File: config.mk
export PLATFORM = sky130hd
export DESIGN_NAME = mem_port_arbiter_flat
export DESIGN_NICKNAME = d
export VERILOG_FILES = /design/src/rtl/mem_port_arbiter_if.sv /design/src/rtl/mem_port_arbiter.sv /design/src/flat_wrapper.sv
export SDC_FILE = /design/constraint.sdc
export NUM_CORES = 1
export LEC_CHECK = 0
export BUFFER_PORTS_ARGS = -buffer_cell sky130_fd_sc_hd__buf_2
export CAP_MARGIN = 0
export CORE_AREA = 10 10 182 184
export DETAILED_ROUTE_END_ITERATION = 6
export DIE_AREA = 0 0 192 194
export PLACE_DENSITY_LB_ADDON = 0.05
export SYNTH_ARGS = -nofsm -noshare
export SYNTH_HDL_FRONTEND = slang
export SYNTH_SLANG_ARGS = --single-unit
export TNS_END_PERCENT = 30
File: constraint.sdc
create_clock -name clk -period 1.7 [get_ports clk]
set_input_delay 0.085 -clock clk [delete_from_list [all_inputs] [get_ports clk]]
set_output_delay 0.085 -clock clk [all_outputs]
set_load 0.01 [all_outputs]
File: src/rtl/mem_port_arbiter_if.sv
// ============================================================================
// Module      : mem_port_arbiter_if
// Description : Fetch, data and memory port bundle for mem_port_arbiter.
// Revision    : 1.0 - initial release
// ============================================================================
`default_nettype none

interface mem_port_arbiter_if #(
    parameter int ADDR_W = 64,
    parameter int DATA_W = 64
);
    logic              i_req;
    logic [ADDR_W-1:0] i_addr;
    logic              i_gnt;
    logic              i_rvalid;
    logic [31:0]       i_rdata;

    logic              d_req;
    logic              d_we;
    logic [ADDR_W-1:0] d_addr;
    logic [DATA_W-1:0] d_wdata;
    logic              d_gnt;
    logic              d_rvalid;
    logic [DATA_W-1:0] d_rdata;

    logic              m_req;
    logic              m_we;
    logic [ADDR_W-1:0] m_addr;
    logic [DATA_W-1:0] m_wdata;
    logic              m_ack;
    logic [DATA_W-1:0] m_rdata;

    logic              busy;

    // Arbiter side: serves both requesters and drives the memory port.
    modport slave (
        input  i_req, i_addr,
        output i_gnt, i_rvalid, i_rdata,
        input  d_req, d_we, d_addr, d_wdata,
        output d_gnt, d_rvalid, d_rdata,
        output m_req, m_we, m_addr, m_wdata,
        input  m_ack, m_rdata,
        output busy
    );

    // Environment side: requesters plus the memory.
    modport master (
        output i_req, i_addr,
        input  i_gnt, i_rvalid, i_rdata,
        output d_req, d_we, d_addr, d_wdata,
        input  d_gnt, d_rvalid, d_rdata,
        input  m_req, m_we, m_addr, m_wdata,
        output m_ack, m_rdata,
        input  busy
    );
endinterface

`default_nettype wire

File: src/rtl/mem_port_arbiter.sv
// ============================================================================
// Module      : mem_port_arbiter
// Description : Shares one req/ack 64-bit memory port between fetch and data.
// Revision    : 1.0 - initial release
// ============================================================================
`default_nettype none

module mem_port_arbiter #(
    parameter int ADDR_W     = 64,
    parameter int DATA_W     = 64,
    parameter int STREAK_MAX = 4
) (
    input  wire logic         clk,
    input  wire logic         rst,
    mem_port_arbiter_if.slave bus
);

    localparam int              c_SW     = (STREAK_MAX > 0) ? $clog2(STREAK_MAX + 1) : 1;
    localparam logic [c_SW-1:0] c_SMAX   = c_SW'(STREAK_MAX);

    localparam logic [1:0]      c_IDLE   = 2'd0;
    localparam logic [1:0]      c_BUSY_I = 2'd1;
    localparam logic [1:0]      c_BUSY_D = 2'd2;

    logic [1:0]        r_state;
    logic [1:0]        w_state_nxt;
    logic [c_SW-1:0]   r_streak;
    logic              r_hi;

    logic              r_m_req;
    logic              r_m_we;
    logic [ADDR_W-1:0] r_m_addr;
    logic [DATA_W-1:0] r_m_wdata;
    logic              r_i_rvalid;
    logic [31:0]       r_i_rdata;
    logic              r_d_rvalid;
    logic [DATA_W-1:0] r_d_rdata;

    logic              w_idle;
    logic              w_streak_full;
    logic              w_d_gnt;
    logic              w_i_gnt;
    logic              w_ack;
    logic              w_unused_bits;

    // Alignment bits below the word/half-word select carry no information.
    assign w_unused_bits = ^{bus.i_addr[1:0], bus.d_addr[2:0]};

    always_comb begin
        w_idle        = (r_state == c_IDLE);
        w_streak_full = (r_streak == c_SMAX);
        w_d_gnt       = rst & w_idle & bus.d_req & ~(bus.i_req & w_streak_full);
        w_i_gnt       = rst & w_idle & bus.i_req & ~w_d_gnt;
        w_ack         = ~w_idle & bus.m_ack;
    end

    always_comb begin
        w_state_nxt = r_state;
        case (r_state)
            c_IDLE: begin
                if (w_d_gnt) begin
                    w_state_nxt = c_BUSY_D;
                end else if (w_i_gnt) begin
                    w_state_nxt = c_BUSY_I;
                end
            end
            c_BUSY_I, c_BUSY_D: begin
                if (bus.m_ack) begin
                    w_state_nxt = c_IDLE;
                end
            end
            default: w_state_nxt = c_IDLE;
        endcase
    end

    always_ff @(posedge clk) begin
        if (!rst) begin
            r_state <= c_IDLE;
        end else begin
            r_state <= w_state_nxt;
        end
    end

    always_ff @(posedge clk) begin
        if (!rst) begin
            r_streak   <= '0;
            r_hi       <= 1'b0;
            r_m_req    <= 1'b0;
            r_m_we     <= 1'b0;
            r_m_addr   <= '0;
            r_m_wdata  <= '0;
            r_i_rvalid <= 1'b0;
            r_i_rdata  <= '0;
            r_d_rvalid <= 1'b0;
            r_d_rdata  <= '0;
        end else begin
            r_i_rvalid <= 1'b0;
            r_d_rvalid <= 1'b0;

            if (w_d_gnt) begin
                r_m_req   <= 1'b1;
                r_m_we    <= bus.d_we;
                r_m_addr  <= {bus.d_addr[ADDR_W-1:3], 3'b000};
                r_m_wdata <= bus.d_wdata;
                // Streak only grows while fetch is actually being held off.
                if (!bus.i_req) begin
                    r_streak <= '0;
                end else if (!w_streak_full) begin
                    r_streak <= r_streak + c_SW'(1);
                end
            end else if (w_i_gnt) begin
                r_m_req  <= 1'b1;
                r_m_we   <= 1'b0;
                r_m_addr <= {bus.i_addr[ADDR_W-1:3], 3'b000};
                r_hi     <= bus.i_addr[2];
                r_streak <= '0;
            end

            if (w_ack) begin
                r_m_req <= 1'b0;
                if (r_state == c_BUSY_I) begin
                    r_i_rvalid <= 1'b1;
                    r_i_rdata  <= r_hi ? bus.m_rdata[63:32] : bus.m_rdata[31:0];
                end else begin
                    r_d_rvalid <= 1'b1;
                    if (!r_m_we) begin
                        r_d_rdata <= bus.m_rdata;
                    end
                end
            end
        end
    end

    assign bus.i_gnt    = w_i_gnt;
    assign bus.d_gnt    = w_d_gnt;
    assign bus.i_rvalid = r_i_rvalid;
    assign bus.i_rdata  = r_i_rdata;
    assign bus.d_rvalid = r_d_rvalid;
    assign bus.d_rdata  = r_d_rdata;
    assign bus.m_req    = r_m_req;
    assign bus.m_we     = r_m_we;
    assign bus.m_addr   = r_m_addr;
    assign bus.m_wdata  = r_m_wdata;
    assign bus.busy     = ~w_idle;

endmodule

`default_nettype wire
File: src/flat_wrapper.sv
// flat-port wrapper written by rule: the top's interface ports become plain ports
module mem_port_arbiter_flat 
#(
    parameter int ADDR_W     = 64,
    parameter int DATA_W     = 64,
    parameter int STREAK_MAX = 4
)
  (clk, rst, bus_i_req, bus_i_addr, bus_i_gnt, bus_i_rvalid, bus_i_rdata, bus_d_req, bus_d_we, bus_d_addr, bus_d_wdata, bus_d_gnt, bus_d_rvalid, bus_d_rdata, bus_m_req, bus_m_we, bus_m_addr, bus_m_wdata, bus_m_ack, bus_m_rdata, bus_busy);
  mem_port_arbiter_if #(.ADDR_W(ADDR_W), .DATA_W(DATA_W)) bus_i ();
  input  wire logic clk;
  input  wire logic rst;
  input wire logic [$bits(bus_i.i_req)-1:0] bus_i_req;
  input wire logic [$bits(bus_i.i_addr)-1:0] bus_i_addr;
  output wire logic [$bits(bus_i.i_gnt)-1:0] bus_i_gnt;
  output wire logic [$bits(bus_i.i_rvalid)-1:0] bus_i_rvalid;
  output wire logic [$bits(bus_i.i_rdata)-1:0] bus_i_rdata;
  input wire logic [$bits(bus_i.d_req)-1:0] bus_d_req;
  input wire logic [$bits(bus_i.d_we)-1:0] bus_d_we;
  input wire logic [$bits(bus_i.d_addr)-1:0] bus_d_addr;
  input wire logic [$bits(bus_i.d_wdata)-1:0] bus_d_wdata;
  output wire logic [$bits(bus_i.d_gnt)-1:0] bus_d_gnt;
  output wire logic [$bits(bus_i.d_rvalid)-1:0] bus_d_rvalid;
  output wire logic [$bits(bus_i.d_rdata)-1:0] bus_d_rdata;
  output wire logic [$bits(bus_i.m_req)-1:0] bus_m_req;
  output wire logic [$bits(bus_i.m_we)-1:0] bus_m_we;
  output wire logic [$bits(bus_i.m_addr)-1:0] bus_m_addr;
  output wire logic [$bits(bus_i.m_wdata)-1:0] bus_m_wdata;
  input wire logic [$bits(bus_i.m_ack)-1:0] bus_m_ack;
  input wire logic [$bits(bus_i.m_rdata)-1:0] bus_m_rdata;
  output wire logic [$bits(bus_i.busy)-1:0] bus_busy;
  assign bus_i.i_req = bus_i_req;
  assign bus_i.i_addr = bus_i_addr;
  assign bus_i_gnt = bus_i.i_gnt;
  assign bus_i_rvalid = bus_i.i_rvalid;
  assign bus_i_rdata = bus_i.i_rdata;
  assign bus_i.d_req = bus_d_req;
  assign bus_i.d_we = bus_d_we;
  assign bus_i.d_addr = bus_d_addr;
  assign bus_i.d_wdata = bus_d_wdata;
  assign bus_d_gnt = bus_i.d_gnt;
  assign bus_d_rvalid = bus_i.d_rvalid;
  assign bus_d_rdata = bus_i.d_rdata;
  assign bus_m_req = bus_i.m_req;
  assign bus_m_we = bus_i.m_we;
  assign bus_m_addr = bus_i.m_addr;
  assign bus_m_wdata = bus_i.m_wdata;
  assign bus_i.m_ack = bus_m_ack;
  assign bus_i.m_rdata = bus_m_rdata;
  assign bus_busy = bus_i.busy;
  mem_port_arbiter #(.ADDR_W(ADDR_W), .DATA_W(DATA_W), .STREAK_MAX(STREAK_MAX)) u_core (.clk(clk), .rst(rst), .bus(bus_i));
endmodule
# Word-level counts from Yosys, hierarchy flattened
# Cells that the tools add are included.
[classes]
eq_ne = 6
bitwise_logic = 13
multipliers = 0
add_sub_neg = 1
div_mod_pow = 0
mux = 17
order_cmp = 0
shifts = 0
n_reduce_logical = 10
[op_table]
columns = ["op", "n"]
rows = [
  ["$mux 64", 2],
  ["$mux 32", 1],
  ["$mux 3", 4],
  ["$reduce_and 2->1", 5],
  ["$and 1x1->1", 7],
  ["$mux 1", 6],
  ["$mux 2", 3],
  ["$ne 3x3->1 const B", 2],
  ["$not 1->1", 6],
  ["$pmux 2 s2", 1],
  ["$reduce_or 2->1", 2],
  ["$add 3x1->3 const B", 1],
  ["$eq 3x3->1 const B", 1],
  ["$reduce_and 3->1", 1],
  ["$eq 2x1->1 const B", 1],
  ["$eq 2x2->1 const B", 1],
  ["$logic_not 2->1", 1],
  ["$ne 2x2->1 const B", 1],
  ["$reduce_bool 2->1", 1],
]
[word_totals]
n_memories = 0
mem_bits_ro = 0
regBits = 231
output_inout_bits = 231
latch_bits = 0
ramBits = 0
inputBits = 262

# Logic depth before layout (Yosys ltp)
[depth]
depth_word = 9
depth_mapped = 8
ltp_nobuf = 5

# Worst setup path after synthesis
# OpenSTA, ideal clock, no wires.
[synth_timing]
path_kind = "register -> register"
startpoint = "register u_core.r_state[0]"
endpoint = "register u_core.r_d_rdata[13], in the netlist u_core.bus.d_rdata[13]"
setup_slack_ns = 0.043
required_time_ns = 1.568
arrival_ns = 1.525
period_less_slack_ns = 1.657
stages_incl_launch_ff = 8
setup_time_ns = 0.132
path_cell_list = "dfxtp_1 > inv_1 > ha_1 > or4b_1 > buf_2 > buf_6 > nand2_1 > a21oi_1"
[synth_between]
elab_chain_cells = 4
[synth_rtl]
columns = ["item", "line_no", "source"]
rows = [
  ["from (decl)", "mem_port_arbiter.sv:25", "logic [1:0] r_state;"],
  ["from (signal assigned)", "mem_port_arbiter.sv:78", "r_state <= c_IDLE;"],
  ["from (signal assigned)", "mem_port_arbiter.sv:80", "r_state <= w_state_nxt;"],
  ["$logic_not 2->1", "mem_port_arbiter.sv:50", "w_idle = (r_state == c_IDLE);"],
  ["$not 1->1", "mem_port_arbiter.sv:54", "w_ack = ~w_idle & bus.m_ack;"],
  ["$and 1x1->1", "mem_port_arbiter.sv:54", ""],
  ["$reduce_and 3->1 (no line) (*)", "-", ""],
  ["to (signal assigned)", "mem_port_arbiter.sv:127", "r_d_rdata <= bus.m_rdata;"],
  ["to (decl)", "mem_port_arbiter.sv:37", "logic [DATA_W-1:0] r_d_rdata;"],
]
# Every way passes the cells marked *; elsewhere a longest branch is shown, timed or not.
# A chain may end at the register's enable or synchronous reset.

# Worst setup path after layout
[layout_timing]
startpoint = "register u_core.r_state[1]"
endpoint = "register u_core.r_d_rdata[39], in the netlist u_core.bus.d_rdata[39]"
# Same word-level chain as after synthesis.

==> results.json <==
{
  "status": "finished with violations",
  "violations": "setup timing",
  "gr-total-overflow": 0,
  "netSwitchingFraction": 0.271,
  "p_per_area_mw_per_mm2": 893,
  "p_switching_w": 0.00417,
  "synth_cell_types": 36,
  "cts_tree": "done",
  "seqPwrFrac": 0.383,
  "cts.sinks": 231,
  "routed_via_density": 4.98,
  "synth_cells": 1130,
  "hold_end": "u_core.r_state[0]$_SDFFE_PN0P_",
  "grt_use_met1": 0.280,
  "drt_iter0_drc": 617,
  "synth-async-reset-ratio": 0,
  "drv_slew": 0,
  "grt_use_met2": 0.388,
  "vias": 11400,
  "comb_power_share": 0.199,
  "crit_path_max_fanout": 8,
  "crit_chain": "inv_4 > ha_4 > buf_6 > buf_12 > nor4b_4 > buf_4 > buf_6 > buf_12 > nand2_4 > a21oi_2",
  "dp_slack_ps": -135,
  "netlist_area_mm2": 0.00936,
  "die_h_um": 194,
  "r2r_start": "u_core.r_state[1]$_SDFFE_PN0P_",
  "syn2layout_area_growth_pct": 83.8,
  "max_stage_delay_ps": 340,
  "cp.buffers_inverters": 6,
  "r2r_end": "u_core.bus.d_rdata[39]$_SDFFE_PN0P_",
  "antenna_found_initial": 1,
  "worst_slack_ps": -107,
  "port_buffers": 484,
  "insertion_delay_ps": 540,
  "period_needed_ps": 1810,
  "first_pass_iters": 5,
  "whs_path_depth": 4,
  "final_util": 0.585,
  "core_mm2": 0.0294,
  "start_kind": "register",
  "critPathTopFamily": "buffers and inverters",
  "slowest_stage": "dfxtp_2",
  "cp.required_ps": 2160,
  "final_cells": 2280,
  "place.gp.congestion": 0.814,
  "power.leakage_nw": 7.44,
  "clock-root-buffer": "clkbuf_16",
  "synth_seq_cells": 231,
  "dp_hpwl_mm": 30.0,
  "path_clk_slew_ps": 60,
  "cts_max_level": 1,
  "final_common_cell": "buf_2",
  "cap_violations": 0,
  "fill_cells": 2649,
  "dp_cells": 1933,
  "yosysSeqAreaShare": 0.494,
  "r2r_cells": 10,
  "io_pins": 493,
  "clock.fmax_ghz": 0.553,
  "grt_use_met3": 0.0621,
  "drive_gt1_frac": 0.391,
  "syn-mean-instance-area_um2": 8.28,
  "placed_area_mm2": 0.0124,
  "critPathCaptureType": "register",
  "avgRoutedWirePerCell_um": 21.1,
  "rsz0062_at_grt": "yes",
  "vdd_ir_drop_max_v": 0.000705,
  "grt_max_degree": 76,
  "hold_viol": 0,
  "grt_pass1_wl_mm": 70.0,
  "clockPowerShare": 0.419,
  "layout.nets": 2133,
  "synth_edf_count": 0,
  "min-delay-start": "rst",
  "top_usage_layer": "met2",
  "wirelength_mm": 48.0,
  "fin_skew_ps": 11.1,
  "multiInputGateArea_mm2": 0.00469,
  "setup_viol": 99,
  "min_period_over_period": 1.06,
  "yosysWarnings": 0,
  "power.internal_w": 0.0112,
  "start_util": 0.318,
  "r2r_slack_ps": -110,
  "ant_nets": 0,
  "drc": 0,
  "die-area_mm2": 0.0372,
  "grt_pass1_vias": 11700,
  "die_w_um": 192,
  "arrival_ps": 2270,
  "worstSetupPathType": "reg2reg",
  "synthFlopType": "dfxtp_1",
  "cts-buffers-inserted": 28,
  "seq_area_mm2": 0.00463,
  "num_rows": 63,
  "most-common-layout-cells": "buf_2, dlygate4sd3_1, nand2_1, dfxtp_1, a21oi_1",
  "hp-class": "in2reg",
  "design_area_mm2": 0.0172,
  "fin_tns_setup_ps": -3190,
  "grt_usage": 0.234,
  "clockBufferDepth": 3
}
tightest hold or removal path: stages:
cell	delay (ps)
buf_2	250
nand2_1	70
o21ai_0	140
a211oi_1	70
state kept, by name (all words and copies together), names as in the netlist:
| register | flops |
|---|---|
| u_core.bus.d_rdata | 64 |
| u_core.bus.m_wdata | 64 |
| u_core.bus.m_addr | 61 |
| u_core.bus.i_rdata | 32 |
| u_core.r_streak | 3 |
| u_core.r_state | 2 |
| u_core.bus.d_rvalid | 1 |
| u_core.bus.i_rvalid | 1 |
| u_core.bus.m_req | 1 |
| u_core.bus.m_we | 1 |
| u_core.r_hi | 1 |
layer usage:
layer	up-vias	part of all wire
met1	5372	0.41
li1	5444	-
met2	443	0.48
met4	0	0.038
met5	-	0
met3	92	0.076
how the worst max path moves through the flow:
stage / slack (ps) / depth (start not counted) / end / from
6_report: -110 / 10 / u_core.bus.d_rdata[39]$_SDFFE_PN0P_ / u_core.r_state[1]$_SDFFE_PN0P_
5_1_grt: -190 / 10 / u_core.bus.d_rdata[39]$_SDFFE_PN0P_ / u_core.r_state[0]$_SDFFE_PN0P_
4_1_cts: -120 / 8 / bus_d_gnt / u_core.r_state[1]$_SDFFE_PN0P_
3_5_place_dp: -130 / 6 / u_core.bus.d_rdata[47]$_SDFFE_PN0P_ / u_core.r_state[0]$_SDFFE_PN0P_
3_3_place_gp: -120 / 6 / u_core.bus.d_rdata[48]$_SDFFE_PN0P_ / u_core.r_state[0]$_SDFFE_PN0P_
2_1_floorplan: 40 / 7 / u_core.bus.d_rdata[13]$_SDFFE_PN0P_ / u_core.r_state[0]$_SDFFE_PN0P_
through the flow:
stage | hold WS (ps) | power [W]
after global routing | 197 | 0.0159
after floorplan | 214 | 0.00697
after CTS | 86.9 | 0.0152
after global placement | 338 | 0.00805
final | 115 | 0.0154
after detailed placement | 342 | 0.00806
what timing repair did:
action,CTS,global route
cloned,7,9
gates resized for setup,55,134
endpoints found under the hold margin,230,0
buffers inserted,16,9
pin swaps,16,82
hold buffers,256,0
endpoints found under the setup margin,93,194
logic make-up after synthesis:
kind of cell / share of synthesized area
other: 0.000401
multiplexers: 0.0342
buffers and inverters: 0.0701
adder cells (fa/ha/maj): 0.00535
AO/OA/AOI/OAI: 0.197
flip-flops: 0.494
AND/OR/NAND/NOR: 0.198
synth_stat cells, types with 2 or more instances:
cell type,instances,share of area
nor2_1,33,0.013
o21ai_0,70,0.037
buf_2,34,0.018
nor3_1,61,0.033
and3b_1,2,0.0019
inv_1,7,0.0028
mux2i_1,32,0.034
o211ai_1,2,0.0016
nand3_2,2,0.0021
a211oi_1,33,0.026
clkbuf_1,49,0.020
a311oi_1,61,0.057
nand4_1,2,0.0013
dfxtp_1,231,0.49
and3_1,3,0.0020
buf_1,7,0.0028
nand3_1,67,0.036
nand2_1,252,0.10
a21oi_1,137,0.073
buf_4,15,0.012
buf_6,10,0.012
nand2b_1,3,0.0020
ha_1,4,0.0053
layout make-up:
class,instances,area share
Multi-Input combinational cell,776,0.273
Sequential cell,231,0.269
Antenna cell,1,0.000146
Tap cell,390,0.0284
Inverter,8,0.00247
Timing Repair Buffer,822,0.370
Clock inverter,14,0.0105
Clock buffer,38,0.0471
power groups by stage:
stage               combinational [W]  sequential [W]  clock (W)
finish                        0.00305         0.00588    0.00643
global placement              0.00207         0.00598          0
global route                  0.00327         0.00591    0.00676
CTS                           0.00277         0.00587    0.00657
detailed placement            0.00208         0.00599          0
floorplan                    0.000839         0.00613          0
Power figures use the tool's default switching activity.
